--- src/rtl/equiv_monitor.sv ---
// equiv_monitor: cycle-level equivalence monitor for two DUT output buses with latency alignment,
// warm-up masking, saturating mismatch counting and first-failure capture. Optional: EQUIV_MONITOR_ASSERT_EN.
module equiv_monitor #(
    parameter int WIDTH  = 91,
    parameter int LAT_A  = 0,
    parameter int LAT_B  = 0,
    parameter int WARMUP = 4,
    parameter int CNT_W  = 16
) (
    input  logic             clk,
    input  logic             rst,
    input  logic             valid_in,
    input  logic [WIDTH-1:0] y_a,
    input  logic [WIDTH-1:0] y_b,
    input  logic             clear,
    output logic             mismatch,
    output logic             sticky_fail,
    output logic [CNT_W-1:0] mismatch_cnt,
    output logic [CNT_W-1:0] first_stamp,
    output logic [WIDTH-1:0] first_diff,
    output logic             armed
);

    typedef enum logic [1:0] {
        WARM   = 2'd0,
        ARMED  = 2'd1,
        FAILED = 2'd2
    } state_t;

    localparam int unsigned DA = LAT_A;
    localparam int unsigned DB = LAT_B;
    localparam logic [7:0]       WARM_INIT = 8'(WARMUP);
    localparam logic [CNT_W-1:0] ONE_C     = CNT_W'(1);

    state_t           state;
    state_t           state_nx;
    logic [7:0]       warm_cnt;
    logic [CNT_W-1:0] stamp;

    logic             va_d;
    logic             vb_d;
    logic [WIDTH-1:0] a_d;
    logic [WIDTH-1:0] b_d;

    logic             slot;
    logic [WIDTH-1:0] diff;
    logic             fail_now;
    logic             armed_cmp;
    logic             count_now;

    // Side A alignment: depth 0 feeds the compare stage directly.
    generate
        if (LAT_A == 0) begin : g_a_pass
            assign va_d = valid_in;
            assign a_d  = y_a;
        end else begin : g_a_pipe
            logic [DA-1:0]    v_pipe;
            logic [WIDTH-1:0] d_pipe [DA];

            always_ff @(posedge clk or posedge rst) begin
                if (rst) begin
                    v_pipe <= '0;
                    for (int unsigned i = 0; i < DA; i++) begin
                        d_pipe[i] <= '0;
                    end
                end else begin
                    v_pipe[0] <= valid_in & ~clear;
                    d_pipe[0] <= y_a;
                    for (int unsigned i = 1; i < DA; i++) begin
                        v_pipe[i] <= v_pipe[i-1] & ~clear;
                        d_pipe[i] <= d_pipe[i-1];
                    end
                end
            end

            assign va_d = v_pipe[DA-1];
            assign a_d  = d_pipe[DA-1];
        end
    endgenerate

    generate
        if (LAT_B == 0) begin : g_b_pass
            assign vb_d = valid_in;
            assign b_d  = y_b;
        end else begin : g_b_pipe
            logic [DB-1:0]    v_pipe;
            logic [WIDTH-1:0] d_pipe [DB];

            always_ff @(posedge clk or posedge rst) begin
                if (rst) begin
                    v_pipe <= '0;
                    for (int unsigned i = 0; i < DB; i++) begin
                        d_pipe[i] <= '0;
                    end
                end else begin
                    v_pipe[0] <= valid_in & ~clear;
                    d_pipe[0] <= y_b;
                    for (int unsigned i = 1; i < DB; i++) begin
                        v_pipe[i] <= v_pipe[i-1] & ~clear;
                        d_pipe[i] <= d_pipe[i-1];
                    end
                end
            end

            assign vb_d = v_pipe[DB-1];
            assign b_d  = d_pipe[DB-1];
        end
    endgenerate

    always_comb begin
        slot      = va_d & vb_d;
        diff      = a_d ^ b_d;
        fail_now  = |diff;
        armed_cmp = ((state == ARMED) || (state == FAILED)) && slot;
        count_now = armed_cmp && fail_now && !clear;
    end

    always_ff @(posedge clk or posedge rst) begin
        if (rst) begin
            state <= WARM;
        end else begin
            state <= state_nx;
        end
    end

    // Leave WARM on the slot that drains the counter, so WARMUP slots are masked exactly.
    always_comb begin
        state_nx = state;
        unique case (state)
            WARM: begin
                if ((warm_cnt == '0) || (slot && (warm_cnt == 8'd1))) begin
                    state_nx = ARMED;
                end
            end
            ARMED: begin
                if (count_now) begin
                    state_nx = FAILED;
                end
            end
            FAILED: begin
                state_nx = FAILED;
            end
            default: begin
                state_nx = WARM;
            end
        endcase
        if (clear) begin
            state_nx = WARM;
        end
    end

    always_ff @(posedge clk or posedge rst) begin
        if (rst) begin
            stamp        <= '0;
            warm_cnt     <= WARM_INIT;
            mismatch     <= 1'b0;
            sticky_fail  <= 1'b0;
            mismatch_cnt <= '0;
            first_stamp  <= '0;
            first_diff   <= '0;
        end else begin
            if (stamp != '1) begin
                stamp <= stamp + ONE_C;
            end
            if (clear) begin
                warm_cnt     <= WARM_INIT;
                mismatch     <= 1'b0;
                sticky_fail  <= 1'b0;
                mismatch_cnt <= '0;
                first_stamp  <= '0;
                first_diff   <= '0;
            end else begin
                mismatch <= count_now;
                if ((state == WARM) && slot && (warm_cnt != '0)) begin
                    warm_cnt <= warm_cnt - 8'd1;
                end
                if (count_now) begin
                    if (mismatch_cnt != '1) begin
                        mismatch_cnt <= mismatch_cnt + ONE_C;
                    end
                    if (state == ARMED) begin
                        first_stamp <= stamp;
                        first_diff  <= diff;
                        sticky_fail <= 1'b1;
                    end
                end
            end
        end
    end

    assign armed = (state == ARMED) || (state == FAILED);

`ifdef EQUIV_MONITOR_ASSERT_EN
    always @(posedge clk) begin
        assert (!(armed_cmp && fail_now));
    end
`endif

endmodule

--- config.mk ---
export PLATFORM = sky130hd
export DESIGN_NAME = equiv_monitor
export DESIGN_NICKNAME = d
export VERILOG_FILES = /design/src/rtl/equiv_monitor.sv
export SDC_FILE = /design/constraint.sdc
export NUM_CORES = 1
export LEC_CHECK = 0
export CAP_MARGIN = 30
export CORE_MARGIN = 3
export CORE_UTILIZATION = 46
export DETAILED_ROUTE_END_ITERATION = 8
export PLACE_DENSITY = 0.87
export SETUP_SLACK_MARGIN = 0.4
export SYNTH_ARGS = -nofsm -noshare
export SYNTH_HDL_FRONTEND = slang
export SYNTH_SLANG_ARGS = --single-unit
--- constraint.sdc ---
create_clock -name clk -period 10.4 [get_ports clk]
set_input_delay 1.04 -clock clk [delete_from_list [all_inputs] [get_ports clk]]
set_output_delay 1.04 -clock clk [all_outputs]
set_load 0.1 [all_outputs]
==> metrics.md, run 1 <==
| Metric | Value |
|---|---|
| Post-synthesis compound-gate area fraction | 16.5% |
| CTS resizes | 0 |
| Setup bufs post-CTS | 0 |
| Placed insts | 1,071 |
| Share of post-route cells with drive strength above 1 | approximately 6.3% |
| Synth Area in XOR/XNOR | 13.2% |
| # diodes | 0 |
| Syn_nets | 793 |
| Post-synthesis mux area share | 1.71% |
| CTS max path bufs | 2 |
| Boundary pin count | 312 |
| RSZ-0062 raised after global routing | no |
| Clk_skew | about 0.014 ns |
| Place WS | about 5 ns |
| Initial Util | 47.9% |
| Worst Hold Slack | 0.495 ns |
| Synthesized area | around 7000 sq um |
| Post-synthesis register bit count | 151 |
| Adder-cell area share of the yosys netlist | 1.24% |
| Largest net degree at the start of global routing | between 70 and 80 |
| Cell row count | between 40 and 50 |
| Routability cong. | 0.811 |
| Worst-Skew Late Latency | between 0.4 and 0.5 ns |
| FFs w/ async S/R, synth | 100% |
| Hold Buf Count CTS | 0 |
| Iter 0 DRT Violations | 467 |
| Period minus WS final | 4.98 ns |
| First-pass GRT wire length | about 34,000 um |
| DR vias/cell | around 5.6 |
| Worst-margin pin slew | 1.03 ns |
| # port buffers | 311 |
| Final Cycle Share | 47.8% |
| Wire per inst | 20.5 um |
| Tot Pwr | 1.65 mW |
| Worst Setup Start Kind | primary input |
| Worst EP arrival | 5.33 ns |
| Relative slew slack | 30.9% |
| Library cells used by synthesis | a little over 40 |
| Setup CP Type | in -> reg |
| Reg clk slew, reported paths | 0.07 ns |
| Vias in the first global route | 6,366 |
| Critical path required time | 10.76 ns |
| Syn_area_per_cell | 11.8 sq um |
| Layout area overhead | 54.6% |
| Total CTS buffers | 17 |
| Post-DP HPWL | 17,100 um |
| Final Hold Fails | 0 |
| Seq/Total Area, Yosys | 53.3% |
| Worst Setup End Kind | flip-flop |
| Status | finished clean |
| Top_reg_cell synth | dfrtp_1 |
| Core Region | 14,800 sq um |
| Cell Count, Final, Fillers Out | 1,103 |
| Leak pwr | 4.72 nW |
| Final slew viol count | 0 |
| Post-synth EDFFs | 0 |
| Filler cells | 1,033 |
| Synthesized instance count | 600 |
| CTS tree | done |
| GRT Residual Overflow | 0 |
| F_max | 0.201 GHz |
| Nets | 1,099 |
| Die area | ~17,000 sq um |
| Yosys warnings | 0 |
| Die height | around 130 um |
| Pre-antenna DRT Iters | 5 |
| Total of max-cap violations | 0 |
| Post-route DRC | 0 |
| Largest fanout on the critical path | 72 |
| Setup TNS | 0 ns |
| Routed via count | slightly above 6,000 |
| Final core utilization | 74.0% |
| Endpoints failing setup | 0 |
| Post-synthesis simple-gate area fraction | a little over a tenth |
| Final wirelength | 22,600 um |
| Die width | 130 um |
| PwrDens | 151 nW/um^2 |
| Largest family of logic cells by synthesized area | compound AO/OA/AOI/OAI gates |
| Total GRT Usage | around a quarter |
| Worst vdd ir | 0.118 mV |
| Post-layout instance area | 11,000 sq um |
| Initial antenna violation count | 0 |
| Clk sinks | 151 |
| H-tree Lvls | 4 |
| Worst Setup Slack, final | roughly 5.4 ns |
| Root Driver | clkbuf_16 |
| Sequential cell area | 3780 sq um |
| Post-DRT Antenna Nets | 0 |
| Hold Crit Class | reg -> reg |
| Placed inst area | 10,400 sq um |
| Multi-input logic area | 3080 sq um |
[Yosys cell counts, drive strengths merged (3+ instances only)]
master | n | area share, %
mux2 | 9 | 1.4
inv | 12 | 0.64
or4 | 7 | 0.79
nand4 | 13 | 1.1
o31ai | 7 | 0.74
xor2 | 97 | 12
nor4 | 25 | 2.2
nand3 | 13 | 0.92
clkbuf | 13 | 0.69
ha | 7 | 1.2
nor2 | 26 | 1.4
or3 | 3 | 0.26
nand2 | 18 | 0.95
a21oi | 15 | 1.1
nor3 | 12 | 0.92
and3 | 6 | 0.53
a22o | 107 | 13
nor2b | 8 | 0.71
xnor2 | 10 | 1.2
buf | 20 | 2.2
dfrtp | 150 | 53
and4 | 3 | 0.37
[final cells by class]
class / instances / share of cell area (%)
clock buffer: 17 / 3.88
clock inverter: 15 / 1.24
inverter: 12 / 0.457
multi-input combinational: 404 / 28.1
sequential: 151 / 34.5
tap: 184 / 2.10
timing repair buffer: 320 / 29.8
[power breakdown]
| part | total, mW | switching (mW) | internal (mW) |
|---|---|---|---|
| combinational | 0.430 | 0.272 | 0.158 |
| sequential | 0.636 | 0.0212 | 0.614 |
| clock | 0.586 | 0.271 | 0.315 |
[flip-flops by register name (all words and copies together) (netlist names)]
signal	count
warm_cnt	8
state	2
mismatch	1
first_stamp	16
first_diff	91
stamp	16
mismatch_cnt	16
sticky_fail	1
[final timing paths]
kind                                     start              to  slack [ns]  cells after the start
worst min register to register  first_diff[34]  first_diff[34]        0.50                      1
min in group asynchronous                  rst  first_diff[39]        1.07                      2
worst max register to register        state[0]  first_stamp[1]        7.77                      6
worst min-delay path            first_diff[34]  first_diff[34]        0.50                      1
max in group asynchronous                  rst     warm_cnt[2]        8.11                      4
worst max-delay path                   y_b[19]  first_stamp[1]        5.42                      9
[critical path, stage by stage]
cell	delay (ns)
clkdlybuf4s50_1	0.41
xor2_1	0.19
nor4_1	0.55
nand4_1	0.27
or4_4	0.49
nor2_2	0.79
o21ba_4	0.57
buf_4	0.68
a22o_1	0.25
[cell usage in the layout (no fill, tap or decap), types with 2 or more instances in the layout]
| cell | count |
|---|---|
| a21oi_1 | 15 |
| nand2_1 | 18 |
| and3_1 | 6 |
| inv_1 | 11 |
| or4_1 | 6 |
| nor3_1 | 11 |
| nor2b_1 | 8 |
| buf_16 | 4 |
| inv_8 | 2 |
| nand4_1 | 13 |
| a211oi_1 | 2 |
| xor2_1 | 97 |
| a22o_1 | 107 |
| mux2_2 | 9 |
| nand3_1 | 13 |
| clkinv_4 | 2 |
| nor4_1 | 25 |
| xnor2_1 | 10 |
| o21a_1 | 2 |
| clkinvlp_4 | 3 |
| mux2i_1 | 2 |
| clkdlybuf4s50_1 | 311 |
| ha_1 | 7 |
| clkbuf_16 | 17 |
| and4_1 | 3 |
| or3_1 | 3 |
| dfrtp_1 | 150 |
| nor2_1 | 25 |
| buf_4 | 5 |
| inv_6 | 7 |
| o21ai_0 | 2 |
| o31ai_1 | 7 |
[routing by layer]
metal / vias to the layer above / track usage (%) / routed length, um
met5: - / 0 / 0
met4: 0 / 7.21 / 425
met3: 28 / 8.56 / 1750
met2: 271 / 44.3 / 11700
met1: 3069 / 32.4 / 8750
li1: 2821 / - / -
[cell families (layout without fill, tap and decap cells)]
kind of cell | Yosys count | in the layout
buffers and inverters | 45 | 364
multiplexers | 11 | 11
flip-flops | 151 | 151
AND/OR/NAND/NOR | 137 | 137
AO/OA/AOI/OAI | 142 | 142
adder cells (fa/ha/maj) | 7 | 7
XOR/XNOR | 107 | 107
No activity file was read; power rests on OpenSTA's default activity.
==> run 2, diff against run 1 <==
--- a/config.mk
+++ b/config.mk
@@ -7,9 +7,9 @@
 export LEC_CHECK = 0
 export CAP_MARGIN = 30
 export CORE_MARGIN = 3
-export CORE_UTILIZATION = 46
+export CORE_UTILIZATION = 38
 export DETAILED_ROUTE_END_ITERATION = 8
-export PLACE_DENSITY = 0.87
+export PLACE_DENSITY = 0.77
 export SETUP_SLACK_MARGIN = 0.4
 export SYNTH_ARGS = -nofsm -noshare
 export SYNTH_HDL_FRONTEND = slang
==> constraint.sdc (replaced) <==
create_clock -name clk -period 4.5 [get_ports clk]
set_input_delay 0.45 -clock clk [delete_from_list [all_inputs] [get_ports clk]]
set_output_delay 0.45 -clock clk [all_outputs]
set_load 0.1 [all_outputs]
==> metrics.md, run 2 (same netlist as run 1, synthesis figures left out) <==
| Metric | Value |
|---|---|
| Clk_skew | 0.0172 ns |
| RSZ-0062 raised after global routing | no |
| Worst-margin pin slew | between 1 and 1.5 ns |
| Total CTS buffers | 17 |
| CP max stage cell | nor4_1 |
| Final Cycle Share | approximately 68% |
| # port buffers | 311 |
| Share of post-route cells with drive strength above 1 | 6.20% |
| Reg clk slew, reported paths | 0.06 ns |
| Routed via count | 6,068 |
| Die height | ~140 um |
| CTS resizes | 0 |
| Largest net degree at the start of global routing | 152 |
| Post-DRT Antenna Nets | 0 |
| Pre-antenna DRT Iters | 5 |
| Routability cong. | slightly above 0.8 |
| Cell Chain, Critical Path | clkdlybuf4s50_1 > xor2_1 > nor4_1 > nand4_1 > or4_4 > nor2_2 > o21ba_4 > buf_4 > a22o_1 |
| Worst Setup Start Kind | primary input |
| Die width | 143 um |
| Number of flip-flops under the largest register name | 91 |
| Setup CP Type | in -> reg |
| Filler cells | 1,483 |
| Die area | 20,300 sq um |
| GRT Residual Overflow | 0 |
| CP max stage delay | 0.57 ns |
| Hold Crit Class | reg -> reg |
| First-pass GRT wire length | 33,700 um |
| Clk sinks | about 150 |
| Worst vdd ir | 0.232 mV |
| Final slew viol count | 0 |
| Total of max-cap violations | 0 |
| Setup TNS | 0 ns |
| Worst-Skew Late Latency | 0.42 ns |
| Iter 0 DRT Violations | 437 |
| Biggest register | first_diff |
| Post-route DRC | 0 |
| Hold Buf Count CTS | 0 |
| Layout area overhead | 55.0% |
| Setup bufs post-CTS | 0 |
| Leak pwr | 4.69 nW |
| Final Hold Fails | 0 |
| Core Region | 18,100 sq um |
| Relative slew slack | roughly 30% |
| Boundary pin count | 312 |
| F_max | around 0.33 GHz |
| Worst Setup End Kind | flip-flop |
| Family with the most delay on the worst path | simple AND/OR/NAND/NOR gates |
| # diodes | 0 |
| Post-DP HPWL | 16,400 um |
| Nets | 1,099 |
| Wire per inst | between 15 and 20 um |
| Vias in the first global route | between 6,000 and 7,000 |
| Status | finished clean |
| Period minus WS final | just over 3 ns |
| Final wirelength | 22,000 um |
| Cell row count | 49 |
| Commonest cells after routing, fill and taps aside | clkdlybuf4s50_1, dfrtp_1, a22o_1 |
| Commonest non-fill, non-tap cell in the layout | clkdlybuf4s50_1 |
| Total GRT Usage | between 20% and 30% |
| Largest fanout on the critical path | 47 |
| Initial antenna violation count | 0 |
| Endpoints failing setup | 0 |
| CTS tree | done |
| Final core utilization | between 60 and 70% |
| H-tree Lvls | 4 |
| Root Driver | clkbuf_16 |
| CTS max path bufs | 2 |
| DR vias/cell | 5.29 |
| Tot Pwr | 3.76 mW |
| Initial Util | 39.1% |
| Critical path required time | 4.85 ns |
| PwrDens | 343 nW/um^2 |
| Buf/Inv on CP | 2 |
| Worst EP arrival | 3.42 ns |
[run 2: metal layers]
layer  vias to the layer above  part of all wire, %  track usage [%]
met3                        14                  7.3             6.52
met4                         0                 0.62             4.05
met5                         -                    0                0
li1                       2819                    -                -
met1                      3001                   42             27.6
met2                       234                   50             35.5
[run 2: metrics by stage]
| stage | hold slack [ns] | setup slack [ns] | cell area [sq um] | std cells |
|---|---|---|---|---|
| after global routing | 0.516 | 1.24 | 11000 | 1148 |
| after detailed placement | 0.482 | 0.932 | 10400 | 1115 |
| final | 0.500 | 1.42 | 11000 | 1148 |
| after global placement | 0.481 | 0.944 | 10400 | 1114 |
| after floorplan | 0.456 | 1.81 | 7090 | 600 |
| after CTS | 0.502 | 1.37 | 11000 | 1147 |
[run 2: final timing paths]
| kind | slack [ns] | cells past startpoint | to | startpoint |
|---|---|---|---|---|
| min in group asynchronous | 0.52 | 3 | first_diff[10] | rst |
| min | 0.50 | 1 | first_diff[29] | first_diff[29] |
| max reg2reg | 1.91 | 7 | mismatch_cnt[11] | mismatch_cnt[2] |
| max in group asynchronous | 3.20 | 3 | stamp[5] | rst |
| max | 1.42 | 9 | first_diff[9] | y_b[72] |
| min reg2reg | 0.50 | 1 | first_diff[29] | first_diff[29] |
[run 2: cell type report]
| type | count | area (sq um) | area share, % |
|---|---|---|---|
| sequential | 151 | 3780 | 34.4 |
| clock inverter | 12 | 95.1 | 0.865 |
| multi-input combinational | 404 | 3080 | 28.0 |
| inverter | 12 | 48.8 | 0.444 |
| clock buffer | 20 | 457 | 4.16 |
| timing repair buffer | 320 | 3250 | 29.5 |
| tap | 229 | 287 | 2.61 |
[run 2: where the power goes]
group | internal, mW | switching, mW | total, mW | leakage, nW
clock | 0.741 | 0.570 | 1.31 | 0.256
combinational | 0.366 | 0.620 | 0.987 | 2.35
sequential | 1.42 | 0.0472 | 1.47 | 2.09
